**config.mk**
```make
export PLATFORM = sky130hd
export DESIGN_NAME = logic_unit_pipe
export DESIGN_NICKNAME = d
export VERILOG_FILES = /design/src/rtl/logic_unit_pipe.sv
export SDC_FILE = /design/constraint.sdc
export NUM_CORES = 1
export LEC_CHECK = 0
export BUFFER_PORTS_ARGS = -buffer_cell sky130_fd_sc_hd__buf_2
export CAP_MARGIN = 20
export CORE_MARGIN = 5
export CORE_UTILIZATION = 50
export CTS_BUF_LIST = sky130_fd_sc_hd__clkbuf_4 sky130_fd_sc_hd__clkbuf_8
export DETAILED_ROUTE_END_ITERATION = 12
export HOLD_SLACK_MARGIN = 0.02
export PLACE_DENSITY = 0.69
export RECOVER_POWER = 50
export SYNTH_ARGS = -nofsm -noshare
export SYNTH_HDL_FRONTEND = slang
export SYNTH_SLANG_ARGS = --single-unit
```
**constraint.sdc**
```tcl
create_clock -name iClk -period 3.7 [get_ports iClk]
set_input_delay 0.74 -clock iClk [delete_from_list [all_inputs] [get_ports iClk]]
set_output_delay 0.74 -clock iClk [all_outputs]
set_load 0.005 [all_outputs]
```
**src/rtl/logic_unit_pipe.sv**
```systemverilog
// Bitwise logic unit feeding a DEPTH-entry result FIFO with valid/ready handshakes on both sides.
// Optional pop counter output oCount is enabled by defining LOGIC_UNIT_PIPE_CNT_EN.
module logic_unit_pipe #(
    parameter int WIDTH = 8,
    parameter int DEPTH = 2
) (
    input  logic             iClk,
    input  logic             iRst,
    input  logic             iValid,
    output logic             oReady,
    input  logic [2:0]       iOp,
    input  logic [WIDTH-1:0] iA,
    input  logic [WIDTH-1:0] iB,
    output logic             oValid,
    input  logic             iReady,
    output logic [WIDTH-1:0] oResult,
    output logic             oParity,
    output logic             oZero
`ifdef LOGIC_UNIT_PIPE_CNT_EN
    ,
    output logic [15:0]      oCount
`endif
);

    typedef struct packed {
        logic             parity;
        logic             zero;
        logic [WIDTH-1:0] result;
    } entry_t;

    localparam logic [1:0] LAST_PTR  = 2'(DEPTH - 1);
    localparam logic [2:0] DEPTH_CNT = 3'(DEPTH);

    // Storage is sized for the largest legal DEPTH so a 2-bit pointer always indexes exactly.
    entry_t     mem_q [4];
    entry_t     mem_d [4];
    logic [1:0] wr_ptr_q, wr_ptr_d;
    logic [1:0] rd_ptr_q, rd_ptr_d;
    logic [2:0] count_q, count_d;

    logic             push;
    logic             pop;
    logic [WIDTH-1:0] op_result;
    entry_t           new_entry;
    entry_t           head;

    always_comb begin
        op_result = iA;
        case (iOp)
            3'b000:  op_result = iA & iB;
            3'b001:  op_result = iA | iB;
            3'b010:  op_result = ~iA;
            3'b011:  op_result = iA ^ iB;
            3'b100:  op_result = ~(iA & iB);
            3'b101:  op_result = ~(iA | iB);
            3'b110:  op_result = ~(iA ^ iB);
            default: op_result = iA;
        endcase
    end

    assign new_entry.parity = ^op_result;
    assign new_entry.zero   = (op_result == '0);
    assign new_entry.result = op_result;

    // Handshake flags depend only on the registered count, never on iReady.
    assign oReady = (count_q < DEPTH_CNT);
    assign oValid = (count_q != 3'd0);
    assign push   = iValid && oReady;
    assign pop    = oValid && iReady;

    assign head    = mem_q[rd_ptr_q];
    assign oResult = head.result;
    assign oParity = head.parity;
    assign oZero   = head.zero;

    always_comb begin
        for (int i = 0; i < 4; i++) begin
            mem_d[i] = mem_q[i];
        end
        wr_ptr_d = wr_ptr_q;
        rd_ptr_d = rd_ptr_q;
        count_d  = count_q;

        if (push) begin
            mem_d[wr_ptr_q] = new_entry;
            wr_ptr_d        = (wr_ptr_q == LAST_PTR) ? 2'd0 : wr_ptr_q + 2'd1;
        end
        if (pop) begin
            rd_ptr_d = (rd_ptr_q == LAST_PTR) ? 2'd0 : rd_ptr_q + 2'd1;
        end

        case ({push, pop})
            2'b10:   count_d = count_q + 3'd1;
            2'b01:   count_d = count_q - 3'd1;
            default: count_d = count_q;
        endcase
    end

    // Clearing the storage makes the empty head read as result 0 / parity 0 / zero 1 after reset.
    always_ff @(posedge iClk) begin
        if (iRst) begin
            wr_ptr_q <= 2'd0;
            rd_ptr_q <= 2'd0;
            count_q  <= 3'd0;
            for (int i = 0; i < 4; i++) begin
                mem_q[i].parity <= 1'b0;
                mem_q[i].zero   <= 1'b1;
                mem_q[i].result <= '0;
            end
        end else begin
            wr_ptr_q <= wr_ptr_d;
            rd_ptr_q <= rd_ptr_d;
            count_q  <= count_d;
            for (int i = 0; i < 4; i++) begin
                mem_q[i] <= mem_d[i];
            end
        end
    end

`ifdef LOGIC_UNIT_PIPE_CNT_EN
    logic [15:0] pop_count_q, pop_count_d;

    always_comb begin
        pop_count_d = pop_count_q;
        if (pop) begin
            pop_count_d = pop_count_q + 16'd1;
        end
    end

    always_ff @(posedge iClk) begin
        if (iRst) begin
            pop_count_q <= 16'd0;
        end else begin
            pop_count_q <= pop_count_d;
        end
    end

    assign oCount = pop_count_q;
`endif

endmodule

```
; ---- Word-level counts from Yosys, hierarchy flattened
; Memories as Yosys holds them, arrays and structs flattened. A register that Yosys moved wholly into a read port is not among the register bits.
; Cells that the tools add are included.
[totals]
mem_count = 1
ram_bits = 40
register_bits = 7
inputBits = 23
[classes]
reduce_logical = 8
magnitude_cmp = 3
bitwise_logic = 12
n_eq_ne = 10
n_mux = 17
add_sub_neg = 4
[memory_table]
columns = name, depth, width, read_ports, rd_ports_with_merged_regs, wr, line
row1 = mem_q, 4, 10, 5, 1, 4, 35  ; entry_t mem_q [4];
[ops]
columns = cell, count
row1 = case mux 8 bit (7 select lines), 1
row2 = two-way mux 10 bit, 5
row3 = bitwise mux 40 bit, 1
row4 = two-way mux 40 bit, 1
row5 = NOT 8 bit, 4
row6 = demux 10 bit (select 2 bit), 1
row7 = equality test 3 bit (second input constant), 3
row8 = bitwise AND 8 bit, 1
row9 = logical NOT 8 bit, 1
row10 = two-way mux 2 bit, 4
row11 = bitwise OR 8 bit, 1
row12 = parity 8 bit, 1
row13 = bitwise XOR 8 bit, 1
row14 = equality test 2 x 1 -> 1 bit (second input constant), 3
row15 = equality test 3 x 2 -> 1 bit (second input constant), 2
row16 = case mux 3 bit (2 select lines), 1
row17 = adder 2 x 1 -> 2 bit (second input constant), 2
row18 = bitwise OR 1 bit, 4
row19 = adder 3 x 1 -> 3 bit (second input constant), 1
row20 = equality test 3 x 1 -> 1 bit (second input constant), 1
row21 = greater-or-equal comparator 3 bit (second input constant), 1
row22 = logical AND 1 bit, 3
row23 = logical NOT 3 bit, 1
row24 = less-than comparator 3 x 1 -> 1 bit (second input constant), 1
row25 = 7 further kinds, 9

; ---- Depth between registers and ports, before layout
; Gate-level depths: netlist of the first run.
[logic_depth]
word_depth = 8
ltp_mapped = 13
depth_no_buf = 13

; ---- Worst setup path before layout of the first run
; OpenSTA, ideal clock, no wires.
[synth_timing]
path_kind = in2reg
start = in iOp[2]
end = mem mem_q[0][9] in the netlist's numbering (data pin)
setup_ns = 0.264
cell_stages = 13
n_path_buf = 2
arrival_time_ns = 2.945
required_ns = 3.436
slack_ns = 0.492
cell_sequence = buf_2 > buf_1 > a22oi_1 > nor2_1 > a41oi_1 > nand2_1 > o32a_1 > a21oi_1 > ha_1 > xor2_1 > xnor3_2 > xor2_1 > nor2_1
[synth_lines]
columns = item, line
row1 = from (decl), 11  ; input logic [2:0] iOp,
row2 = to (decl), 35

==> results of run 1 <==
[cell families (layout without fill, tap and decap cells)]
| group | count (synthesis) | count (layout) | share of synthesized area, % |
|---|---|---|---|
| AO/OA/AOI/OAI | 69 | 69 | 14.6 |
| AND/OR/NAND/NOR | 96 | 96 | 14.8 |
| multiplexers | 18 | 18 | 12.7 |
| adder cells (fa/ha/maj) | 20 | 20 | 8.54 |
| XOR/XNOR | 8 | 8 | 3.07 |
| flip-flops | 49 | 49 | 39.5 |
| buffers and inverters | 51 | 80 | 6.76 |
[state kept, by name (all words and copies together) (netlist names), named ones only]
name and count:
count_q 3, mem_q 40, rd_ptr_q 2, wr_ptr_q 2
[cell type report]
| class | count | share of cell area (%) |
|---|---|---|
| clock buffers | 6 | 2.30 |
| multi-input cells | 211 | 48.3 |
| well taps | 75 | 2.83 |
| flip-flops and latches | 49 | 35.9 |
| clock inverters | 2 | 1.02 |
| inverters | 30 | 3.40 |
| repair buffers | 42 | 6.23 |
[cells in the mapped netlist (2+ instances only)]
cell type  number  area (sq um)
nor2b_1         5          31.3
buf_4           2          15.0
nand2_1        16          60.1
nor2_1         37           139
clkbuf_1       13          48.8
nand2b_1        5          31.3
edfxtp_1       21           631
ha_1           19           238
dfxtp_1        28           561
nand3_1        18          90.1
a22oi_1         2          15.0
xnor2_1         2          17.5
o311ai_0        3          26.3
and2_1          3          18.8
buf_2           4          20.0
inv_1          28           105
buf_1           2          7.51
a211oi_1        3          22.5
mux4_2         16           360
o211ai_1        2          15.0
xor2_1          4          35.0
nor3_1          3          15.0
o31ai_1         4          30.0
or3_1           4          25.0
o21ai_0        31           155
nand4_1         2          12.5
a21oi_1        13          65.1
[placed cells by master, fill, tap and decap left out, types with 2 or more instances in the layout]
cell / instances
a211oi_1: 3
a21oi_1: 13
a22oi_1: 2
and2_0: 2
buf_2: 30
buf_4: 3
clkbuf_1: 9
clkbuf_8: 5
clkinv_1: 2
dfxtp_1: 28
edfxtp_1: 21
ha_1: 19
inv_1: 28
mux4_2: 16
nand2_1: 16
nand2b_1: 5
nand3_1: 18
nand4_1: 2
nor2_1: 37
nor2b_1: 5
nor3_1: 3
o211ai_1: 3
o21ai_0: 32
o221ai_1: 2
o311ai_0: 3
o31ai_1: 4
or3_1: 4
xnor2_1: 2
xor2_1: 4
[layer usage]
metal | vias up | GRT usage (%) | routed length [um]
met5 | - | 0 | 0
met4 | 0 | 5.02 | 80
met3 | 5 | 2.63 | 369
met2 | 61 | 30.4 | 2950
met1 | 1089 | 21.8 | 2700
li1 | 1166 | - | -
[where the power goes]
part	leakage [nW]	switching [W]	internal [W]
Sequential	0.450	0.0000774	0.000690
Combinational	0.846	0.000307	0.000283
Clock	0.0563	0.000168	0.000207
[how the worst min path moves through the flow]
stage,from,end,slack (ns),depth (start not counted)
finish,rd_ptr_q[1],rd_ptr_q[1],0.43,2
global route,rd_ptr_q[1],register,0.46,2
CTS,rd_ptr_q[1],register,0.43,2
detailed placement,rd_ptr_q[1],register,0.42,2
global placement,rd_ptr_q[1],rd_ptr_q[1],0.41,2
floorplan,rd_ptr_q[1],register,0.41,2
[stage by stage]
| step | total power (W) | setup WS (ns) | std cells |
|---|---|---|---|
| after global placement | 0.00138 | 0.300 | 407 |
| after global routing | 0.00187 | 0.174 | 415 |
| after detailed placement | 0.00139 | 0.195 | 407 |
| final | 0.00173 | 0.450 | 415 |
| after CTS | 0.00176 | 0.514 | 415 |
| after floorplan | 0.00120 | 0.492 | 311 |
[worst reg2reg max path, delay by kind of cell, from the launching register on]
family | cells | cell delay (ns)
buffers and inverters | 2 | 0.20
xor gates and xnor gates | 1 | 0.15
adders and majority gates | 2 | 0.56
AOI/OAI and AO/OA | 1 | 0.14
and+or+nand+nor | 3 | 0.59
DFF | 1 | 0.36
==> metrics.txt, run 1 <==
Stages on worst setup path 11; DRC viols 0; family with the most delay on the worst path XOR/XNOR gates; crit path max fanout 5; Setup crit end mem_q[0][9]; Leak Pwr 1.35 nW; EDFF count, synth 21; HP Class register to register; final hold vios 0; Antenna Nets Post-Route 0; Worst EP arrival 3.29 ns; filler cell count 555; Reg clk slew, reported paths 0.08 ns; total number of vias 2321; outcome complete, no violations; Area Growth Syn to Fin 9.87%; DP Area 3250 sq um; clk_skew 0.00931 ns; share of layout cells above drive strength 1 18.2%; slew margin rel. 46.3%; synthesized area 3020 sq um; gr ovfl total 0; Max Fclk 308 MHz; Clock Root Buffer clkbuf_8; area occupied by multi-input gates 1600 sq um; Via density 5.59; Skew-Pair Late Insertion Delay 0.30 ns; Max Buffers Root-to-Sink 2; Setup crit start kind input port; syn_nets 354; I/O Buffers 34; Post-CTS Resized 0; Row Count 28; core box area 5890 sq um; async set or reset register ratio after synthesis 0%; HPWL after detailed placement 4510 um; first-pass GRT wire length 10500 um; Final Cycle Share 87.9%; WP data required 3.74 ns; H-tree Lvls 2; #FFs+latches synth 49; setup_tns 0 ns; unrepaired setup endpoints after global routing false; R2R depth 9; Total Routed Length 6100 um; Starting Density 51.3%; number of global-route vias before repair 2207; final core utilization 56.3%; nets@finish 382; Finished Cell Area 3310 sq um; die extent in y 87.7 um; reg2reg setup slack 1.63 ns; slowest cell on the critical path o21ai_0; Cell Chain, Critical Path clkbuf_1 > inv_1 > ha_1 > inv_1 > mux4_2 > o21ai_0 > ha_1 > xor2_1 > xnor3_2 > xor2_1 > nor2_1; largest net degree at the start of global routing 20; worst hold margin 0.431 ns; CP bufs+invs 3; syn_area_per_cell 9.70 sq um; Crit. Startpoint iA[4]; total clock sinks 49; CP endpoint kind register; Max-cap violations 0; io pins 35; drt wl/cell 14.7 um; ANT cells 0; final setup violation count 0; hold_buf cts 0; die width 87.7 um; slowest stage delay, CP 0.47 ns; FF-to-FF End count_q[2]; Yosys warnings 0; die area 7690 sq um; fin crit period 3.25 ns; Tightest Pin Transition 0.806 ns; Yosys cell types 48; CTS tree yes; Cell Pwr Density 522 nW/um^2; top_reg_cell synth dfxtp_1; gr usage total 17.2%; Sequential cell area 1190 sq um; Final Wtd Congestion 0.750; Max Slew Vio Count 0; peak supply drop 364 uV; Syn Inst Count 311; Reg-to-Reg Start count_q[2]; post-synthesis sequential area ratio 39.5%; Starting DRT DRC Count 86; Post-CTS Setup Repair Bufs 0; critical path class input port to register; CTS Buf Count 5; first-pass iteration count of the detailed router 4; initial antenna violation count 0
No activity file was read; power rests on OpenSTA's default activity.
==> inputs of run 2 (changes only) <==
Settings changed: CELL_PAD_IN_SITES_DETAIL_PLACEMENT set to 1, CELL_PAD_IN_SITES_GLOBAL_PLACEMENT set to 2, CORE_UTILIZATION 50 to 38, PLACE_DENSITY 0.69 to 0.8.
==> run 2 against run 1 <==
Fmax grew 0.18%; combinational power rose by 3.7%; via count grew 2.4%; critical endpoint unchanged; largest power group unchanged.
==> metrics.txt, run 2 (same netlist as run 1, synthesis figures left out) <==
outcome complete, no violations; total clock sinks 49; Setup crit start kind input port; Final Cycle Share 87.7%; Crit. Startpoint iOp[0]; unrepaired setup endpoints after global routing false; die width 99.1 um; critical path class input port to register; placed cell count 438; Max Buffers Root-to-Sink 2; drt wl/cell 16.0 um; I/O Buffers 34; share of layout cells above drive strength 1 19.5%; HPWL after detailed placement 5410 um; switching part of the total 33.9%; Metal-1 WL 3260 um; Critical Path Most Common Cell xor2_1; first-pass GRT wire length 12300 um; Leak Pwr 1.36 nW; slowest cell on the critical path clkbuf_1; CP bufs+invs 2; Reg clk slew, reported paths 0.09 ns; Area Growth Syn to Fin 11.1%; gr usage total 15.5%; die extent in y 99.1 um; number of global-route vias before repair 2518; Reg-to-Reg Start count_q[2]; final setup violation count 0; first-pass iteration count of the detailed router 4; WP data required 3.75 ns; Starting Density 39.0%; CTS Buf Count 5; most frequent cells in the layout 37 x nor2_1, 32 x o21ai_0, 31 x buf_2, 28 x inv_1, 28 x dfxtp_1; Cell Pwr Density 505 nW/um^2; initial antenna violation count 0; peak supply drop 172 uV; commonest non-fill, non-tap cell in the layout nor2_1; slowest stage delay, CP 0.47 ns; max reg flops 40; family with the most delay on the worst path XOR/XNOR gates; reg2reg setup slack 1.41 ns; CP endpoint kind register; largest net degree at the start of global routing 20; Starting DRT DRC Count 114; final hold vios 0; met3 wire length 191 um; core box area 7730 sq um; Via density 5.33; Combinational Power Share 36.1%; Row Count 32; Antenna Nets Post-Route 0; Cell Chain, Critical Path buf_2 > clkbuf_1 > nand3_1 > o221ai_1 > ha_1 > xor2_1 > xnor3_2 > xor2_1 > nor2_1; biggest regs mem_q (40), count_q (3); Skew-Pair Late Insertion Delay 0.30 ns; Max Slew Vio Count 0; Post-CTS Setup Repair Bufs 0; Switch Pwr 0.000574 W; hold_buf cts 0; Worst EP arrival 3.29 ns; slew margin rel. 35.1%; gr ovfl total 0; Max-cap violations 0; post-route insts no fill 446; clk_skew 0.00760 ns; Post-CTS Resized 0; HP Start rd_ptr_q[1]; die area 9820 sq um; Clk pwr share 18.5%; Internal 0.00112 W; total power 0.00169 W; io pins 35; Tightest Pin Transition 0.965 ns; CTS tree yes; Largest Register mem_q; crit path max fanout 16; Total Routed Length 7120 um; setup_tns 0 ns; Reg power frac 45.4%; DR WL met2 3580 um; filler cell count 921; DP Worst Slack 0.233 ns; Top Layer Used met4; Clock Root Buffer clkbuf_8; DRC viols 0; final worst setup slack 0.455 ns; Final Wtd Congestion 0.733; fin crit period 3.24 ns; Max Fclk 308 MHz; total number of vias 2377; ANT cells 0; H-tree Lvls 2; nets@finish 386; HP Class register to register
## run 2: cell count changes in the layout (fill, tap and decap cells not counted), sizes merged
cell | before | now
clkbuf | 15 | 16
buf | 33 | 36
clkinv | 2 | 3
bufinv | 1 | 0
## run 2: worst reg2reg max path, cell delays in order, from the launching register on
cell and delay [ns]:
dfxtp_1 0.32, nor2_1 0.19, and2_0 0.28, inv_1 0.13, o31ai_1 0.80, buf_4 0.30
## run 2: layout make-up
cell class	instances	area, sq um	area share, %
multi-input cells	211	1600	47.8
flip-flops and latches	49	1190	35.5
repair buffers	46	231	6.91
well taps	102	128	3.81
inverters	30	113	3.36
clock buffers	6	76.3	2.28
clock inverters	2	10.0	0.299
## run 2: routing by layer
layer,global-route usage [%],vias up
met5,0,-
met4,4.41,0
met3,2.03,7
met2,27.4,35
met1,19.8,1162
li1,-,1173
## run 2: worst paths after layout
check / to / cells past startpoint
worst max register to register: mem_q[0][1] / 5
worst min-delay path: rd_ptr_q[1] / 2
worst min register to register: rd_ptr_q[1] / 2
worst max-delay path: mem_q[0][9] / 9
## run 2: power by group through the flow
stage / Clock [W] / Combinational, W / Sequential, W
5_1_grt: 0.000342 / 0.000692 / 0.000789
2_1_floorplan: 0 / 0.000471 / 0.000728
3_3_place_gp: 0 / 0.000618 / 0.000780
4_1_cts: 0.000324 / 0.000635 / 0.000771
3_5_place_dp: 0 / 0.000632 / 0.000782
6_report: 0.000313 / 0.000611 / 0.000768
## run 2: through the flow
stage / area, sq um / util (%) / hold WS, ns
2_1_floorplan: 3020 / - / 0.407
3_3_place_gp: 3310 / 42.9 / 0.423
3_5_place_dp: 3310 / 42.9 / 0.431
4_1_cts: 3400 / 44.0 / 0.447
5_1_grt: 3350 / 43.4 / 0.457
6_report: 3350 / 43.4 / 0.439
